<file path="src/rtl/lsu_wb_pkg.sv">
// lsu_wb_pkg: shared FSM state, lsu_op field positions and byte-lane mask helper.
package lsu_wb_pkg;
  typedef enum logic [1:0] {IDLE, REQ, WAIT, DONE} state_t;
  localparam int OP_STORE = 3;
  localparam int OP_UNS = 2;
  localparam logic [1:0] SZ_B = 2'b00;
  localparam logic [1:0] SZ_H = 2'b01;
  localparam logic [1:0] SZ_W = 2'b10;
  localparam logic [1:0] SZ_D = 2'b11;
  function automatic logic [7:0] lane_mask(input logic [1:0] size, input logic [2:0] off);
    return (size == SZ_B ? 8'h01 : size == SZ_H ? 8'h03 : size == SZ_W ? 8'h0F : 8'hFF) << off;
  endfunction
endpackage

</file>
<file path="src/rtl/lsu_lane_align.sv">
// lsu_lane_align: store lane shift/mask and load lane extract with sign/zero extension.
module lsu_lane_align
  import lsu_wb_pkg::*;
#(
  parameter int XLEN = 32,
  localparam int NB = XLEN / 8,
  localparam int OW = $clog2(NB)
) (
  input  logic [OW-1:0]   i_off,
  input  logic [1:0]      i_size,
  input  logic            i_uns,
  input  logic [XLEN-1:0] i_wsrc,
  input  logic [XLEN-1:0] i_rdata,
  output logic [NB-1:0]   o_wmask,
  output logic [XLEN-1:0] o_wdata,
  output logic [XLEN-1:0] o_rdata
);
  localparam logic [XLEN-1:0] ONES = '1;
  logic [OW+2:0]   w_sh_amt;
  logic [XLEN-1:0] w_sh, w_lm, w_top;
  logic [6:0]      w_nb;
  assign w_sh_amt = {i_off, 3'b000};
  // bytes shifted past the top lane fall off the truncated mask
  assign o_wmask = NB'(lane_mask(i_size, 3'(i_off)));
  assign o_wdata = i_wsrc << w_sh_amt;
  assign w_sh = i_rdata >> w_sh_amt;
  assign w_nb = i_size == SZ_B ? 7'd8 : i_size == SZ_H ? 7'd16 : i_size == SZ_W ? 7'd32 : 7'(XLEN);
  assign w_lm = ONES >> (7'(XLEN) - w_nb);
  assign w_top = w_lm & ~(w_lm >> 1);
  assign o_rdata = (w_sh & w_lm) | ((!i_uns && (|(w_sh & w_top))) ? ~w_lm : '0);
endmodule

</file>
<file path="src/rtl/lsu_wb_unit.sv">
// lsu_wb_unit: memory-access/writeback stage with bounded memory wait and bus error.
// Optional LSU_MISALIGN_CHECK_EN rejects misaligned H/W/D accesses without a request.
module lsu_wb_unit
  import lsu_wb_pkg::*;
#(
  parameter int XLEN = 32,
  parameter int TIMEOUT = 255,
  parameter int CNT_W = 8,
  localparam int NB = XLEN / 8,
  localparam int OW = $clog2(NB)
) (
  input  logic            clk,
  input  logic            rst,
  input  logic            in_valid,
  output logic            in_ready,
  input  logic [XLEN-1:0] rd_data,
  input  logic [XLEN-1:0] rs2_data,
  input  logic [3:0]      lsu_op,
  input  logic            lsu_sel,
  output logic            mem_req,
  input  logic            mem_gnt,
  output logic            mem_we,
  output logic [XLEN-1:0] mem_addr,
  output logic [XLEN-1:0] mem_wdata,
  output logic [NB-1:0]   mem_wmask,
  input  logic            mem_ack,
  input  logic [XLEN-1:0] mem_rdata,
  output logic            out_valid,
  input  logic            out_ready,
  output logic [XLEN-1:0] wb_data,
  output logic            bus_err
);
  state_t r_state, w_nxt;
  logic [XLEN-1:0] r_addr, r_wd, r_wb, w_ld, w_res;
  logic [3:0]      r_op;
  logic [CNT_W-1:0] r_cnt;
  logic [1:0]      w_size;
  logic            r_err, w_cap, w_res_err, w_mis, w_to;
  assign w_size = (XLEN == 32 && r_op[1:0] == SZ_D) ? SZ_W : r_op[1:0];
`ifdef LSU_MISALIGN_CHECK_EN
  logic [1:0] w_in_size;
  assign w_in_size = (XLEN == 32 && lsu_op[1:0] == SZ_D) ? SZ_W : lsu_op[1:0];
  assign w_mis = (w_in_size == SZ_H && rd_data[0]) || (w_in_size == SZ_W && (|rd_data[1:0]))
              || (w_in_size == SZ_D && (|rd_data[2:0]));
`else
  assign w_mis = 1'b0;
`endif
  assign w_to = (TIMEOUT != 0) && (r_cnt == CNT_W'(TIMEOUT));
  lsu_lane_align #(.XLEN(XLEN)) u_align (
    .i_off  (r_addr[OW-1:0]),
    .i_size (w_size),
    .i_uns  (r_op[OP_UNS]),
    .i_wsrc (r_wd),
    .i_rdata(mem_rdata),
    .o_wmask(mem_wmask),
    .o_wdata(mem_wdata),
    .o_rdata(w_ld)
  );
  assign in_ready = r_state == IDLE;
  assign mem_req = r_state == REQ;
  assign mem_we = mem_req && r_op[OP_STORE];
  assign mem_addr = {r_addr[XLEN-1:OW], {OW{1'b0}}};
  assign out_valid = r_state == DONE;
  assign wb_data = r_wb;
  assign bus_err = r_err;
  always_ff @(posedge clk)
    r_state <= rst ? IDLE : w_nxt;
  // ack wins over timeout; timeout wins over a bare grant so the counter never overruns
  always_comb begin
    w_nxt = r_state;
    w_cap = 1'b0;
    w_res_err = 1'b0;
    w_res = '0;
    case (r_state)
      IDLE: if (in_valid) begin
        w_nxt = (lsu_sel && !w_mis) ? REQ : DONE;
        w_cap = !lsu_sel || w_mis;
        w_res = lsu_sel ? '0 : rd_data;
        w_res_err = lsu_sel && w_mis;
      end
      REQ, WAIT: if (mem_ack && (mem_gnt || r_state == WAIT)) begin
        w_nxt = DONE;
        w_cap = 1'b1;
        w_res = r_op[OP_STORE] ? '0 : w_ld;
      end else if (w_to) begin
        w_nxt = DONE;
        w_cap = 1'b1;
        w_res_err = 1'b1;
      end else if (r_state == REQ && mem_gnt) w_nxt = WAIT;
      DONE: if (out_ready) w_nxt = IDLE;
    endcase
  end
  always_ff @(posedge clk) begin
    if (rst) begin
      r_addr <= '0;
      r_wd <= '0;
      r_op <= '0;
      r_wb <= '0;
      r_err <= 1'b0;
      r_cnt <= '0;
    end else begin
      if (in_valid && in_ready) begin
        r_addr <= rd_data;
        r_wd <= rs2_data;
        r_op <= lsu_op;
      end
      if (w_cap) begin
        r_wb <= w_res;
        r_err <= w_res_err;
      end else if (out_valid && out_ready) r_err <= 1'b0;
      r_cnt <= (r_state == IDLE) ? '0 : (r_state == REQ || r_state == WAIT) ? r_cnt + 1'b1 : r_cnt;
    end
  end
endmodule
</file>
<file path="config.mk">
export PLATFORM = sky130hd
export DESIGN_NAME = lsu_wb_unit
export DESIGN_NICKNAME = d
export VERILOG_FILES = /design/src/rtl/lsu_wb_pkg.sv /design/src/rtl/lsu_lane_align.sv /design/src/rtl/lsu_wb_unit.sv
export SDC_FILE = /design/constraint.sdc
export NUM_CORES = 1
export LEC_CHECK = 0
export CAP_MARGIN = 10
export CORE_ASPECT_RATIO = 0.75
export CORE_UTILIZATION = 50
export DETAILED_ROUTE_END_ITERATION = 16
export PLACE_DENSITY = 0.92
export SETUP_SLACK_MARGIN = 0.05
export SYNTH_ARGS = -nofsm -noshare
export SYNTH_HDL_FRONTEND = slang
export SYNTH_SLANG_ARGS = --single-unit
</file>
<file path="constraint.sdc">
create_clock -name clk -period 4.7 [get_ports clk]
set_clock_uncertainty 0.05 [all_clocks]
set_input_delay 0.94 -clock clk [delete_from_list [all_inputs] [get_ports clk]]
set_output_delay 0.94 -clock clk [all_outputs]
set_load 0.02 [all_outputs]
</file>
==> metrics.yaml <==
antennaDiodeCount: 0
worstPathCellList: "buf_4 > inv_1 > a21oi_1 > clkdlybuf4s50_1"
antenna_found_initial: 0
ir_drop_uv: 360
layout_commonest_cell: "clkdlybuf4s50_1"
slowest_delay_ns: 0.63
routedWlPerCell_um: 18.8
die_w_um: 130
post-place-ws_ns: 1.38
seq_area_frac_synth_pct: 36.3
core-area_um2: 11700
reg2reg_depth: 6
grt_max_degree: 69
cap_violations: 0
tightest_slew_ns: 1.11
rows: 34
fmax_mhz: 290
place_area_um2: 7940
numCtsBuffers: 9
hold_class: "flip-flop to flip-flop"
ys_seq_elements: 111
drive_gt1_share_pct: 10.1
synth_cells: 738
slew_viol_final: 0
critPathSlowestCell: "clkdlybuf4s50_1"
hold_depth: 2
die_y_um: 97.8
syn_to_final_growth_pct: 35.1
final-setup-viol-count: 0
design_area_um2: 8260
place_congestion: 0.896
yosysWarnings: 0
holdBufCountCts: 0
syn_area_um2: 6120
worstPathArrival_ns: 2.46
cts.htree.levels: 3
cts.clk_slew.worst_paths_ns: 0.07
grt-ovfl-total: 0
port_buffers: 209
grt_pass1_vias: 5646
global_route.usage.met2_pct: 46.0
antenna_left: 0
routed_via_density: 5.84
postCtsSetupRepairBufs: 0
rsz0062_at_grt: "false"
grt.met3_usage_pct: 9.75
cts_root_buffer: "clkbuf_16"
drcViolationCount: 0
period_minus_slack_ns: 3.45
cts_num_sinks: 111
synth_area_per_cell_um2: 8.29
final_core_util_pct: 70.4
cts_tree: "yes"
hold_viol_final: 0
vias: 6035
layout_setup_ws_ns: 1.25
gr-usage-met1_pct: 40.1
crit_required_ns: 3.71
ios: 212
regToRegSetupSlack_ns: 1.86
grt_pass1_wl_um: 29600
total_power_uw: 4180
async_flop_share_pct: 0
fillers: 927
synth-edff-count: 0
routed_wl_um: 19400
path_max_fanout: 57
top_usage_layer: "met2"
mostFrequentLayoutCells: "clkdlybuf4s50_1 (208), nand2_1 (172), a21oi_1 (114)"
synth_cell_types: 49
worstSetupEndpointType: "primary output"
finalCritPeriodShare_pct: 73.4
fin_nets: 983
dp_hpwl_um: 14000
ctsResizeCount: 0
drt_iter0_drc: 451
leakage_uw: 0.00282
totalNegativeSetupSlack_ns: 0
crit_path_start_kind: "flip-flop"
cts.path.max_buffers: 2
grt.total_usage_pct: 30.3
status: "finished, final reports clean"
start_util_pct: 52.1
synth-main-ff-cell: "dfxtp_1"
dr.pass1.iters: 5
worstSkewPairLatency_ns: 0.34
slew_headroom_pct: 25.9
p_per_area_nw_per_um2: 506
path_class: "flip-flop to primary output"
dieArea_um2: 12700
## worst max-delay path, delay by kind of cell, from the launching register on
kind            cells  cell delay [ns]
flops               1             0.34
compound gates      1             0.23
buf+inv             3             1.53
## cell families after synthesis
kind of cell,synth area share [%]
AOI/OAI and AO/OA,27.0
and+or+nand+nor,16.1
DFF,36.3
buffers and inverters,9.47
muxes,8.65
xor gates and xnor gates,1.15
adders and majority gates,1.23
other,0.0613
## power by group
| group | switching, uW | internal [uW] | total (uW) |
|---|---|---|---|
| combinational | 1150 | 866 | 2010 |
| sequential | 169 | 1150 | 1320 |
| clock | 333 | 512 | 846 |
| total | 1650 | 2530 | 4180 |
## cell usage after synthesis (2+ instances only)
cell      number  share of area (%)
or2_2          3               0.31
and3_1         3               0.31
o21ai_0       18                1.5
o211ai_1      17                2.1
dfxtp_1      111                 36
a221oi_1       7                1.0
a22oi_1        9                1.1
a211oi_2      15                3.1
mux2i_1       27                4.4
buf_6          4               0.74
nor2_1        20                1.2
clkbuf_1      40                2.5
and2_1        10                1.0
inv_1          7               0.43
a211oi_1      10                1.2
xor2_1         3               0.43
a311oi_2      15                3.7
xnor2_1        5               0.72
buf_1          5               0.31
nand2_1      173                 11
mux2_2         7                1.3
nor2b_1       10                1.0
o31a_1         7                1.0
a311oi_1       3               0.43
a31o_2         8                1.1
mux4_2         8                2.9
nand3_1        2               0.16
ha_1           6                1.2
buf_2         13                1.1
buf_4         36                4.4
and4_1         4               0.57
a21oi_1      114                9.3
nand2b_1       2               0.20
## layout make-up
class / instances / area [um^2] / share of cell area [%]
clock inverters: 4 / 97.6 / 1.18
inverters: 8 / 30.0 / 0.363
well taps: 162 / 203 / 2.45
clock buffers: 9 / 225 / 2.73
multi-input cells: 522 / 3330 / 40.3
flip-flops and latches: 111 / 2220 / 26.9
repair buffers: 218 / 2160 / 26.1
## sequential cells by signal, summed over array words and instances, names as in the netlist
register,flops
bus_err,1
r_state,2
r_wd,32
r_op,4
wb_data,32
r_cnt,8
r_addr,32
## through the flow
stage / instances / hold WS [ns]
global route: 1034 / 0.425
CTS: 1034 / 0.405
global placement: 1021 / 0.387
detailed placement: 1021 / 0.393
floorplan: 739 / 0.382
finish: 1034 / 0.404
## final timing paths
check	end	start
worst max-delay path	mem_wmask[1]	r_addr[0]
worst min-delay path	r_addr[20]	r_addr[20]
worst max register to register	wb_data[31]	r_state[0]
worst min register to register	r_addr[20]	r_addr[20]
## routing by layer
layer  part of all wire (%)  vias up
li1                       -     2827
met1                     43     2868
met2                     45      287
met3                     10       53
met4                    2.8        0
met5                      0        -
No activity file was read; power rests on OpenSTA's default activity.
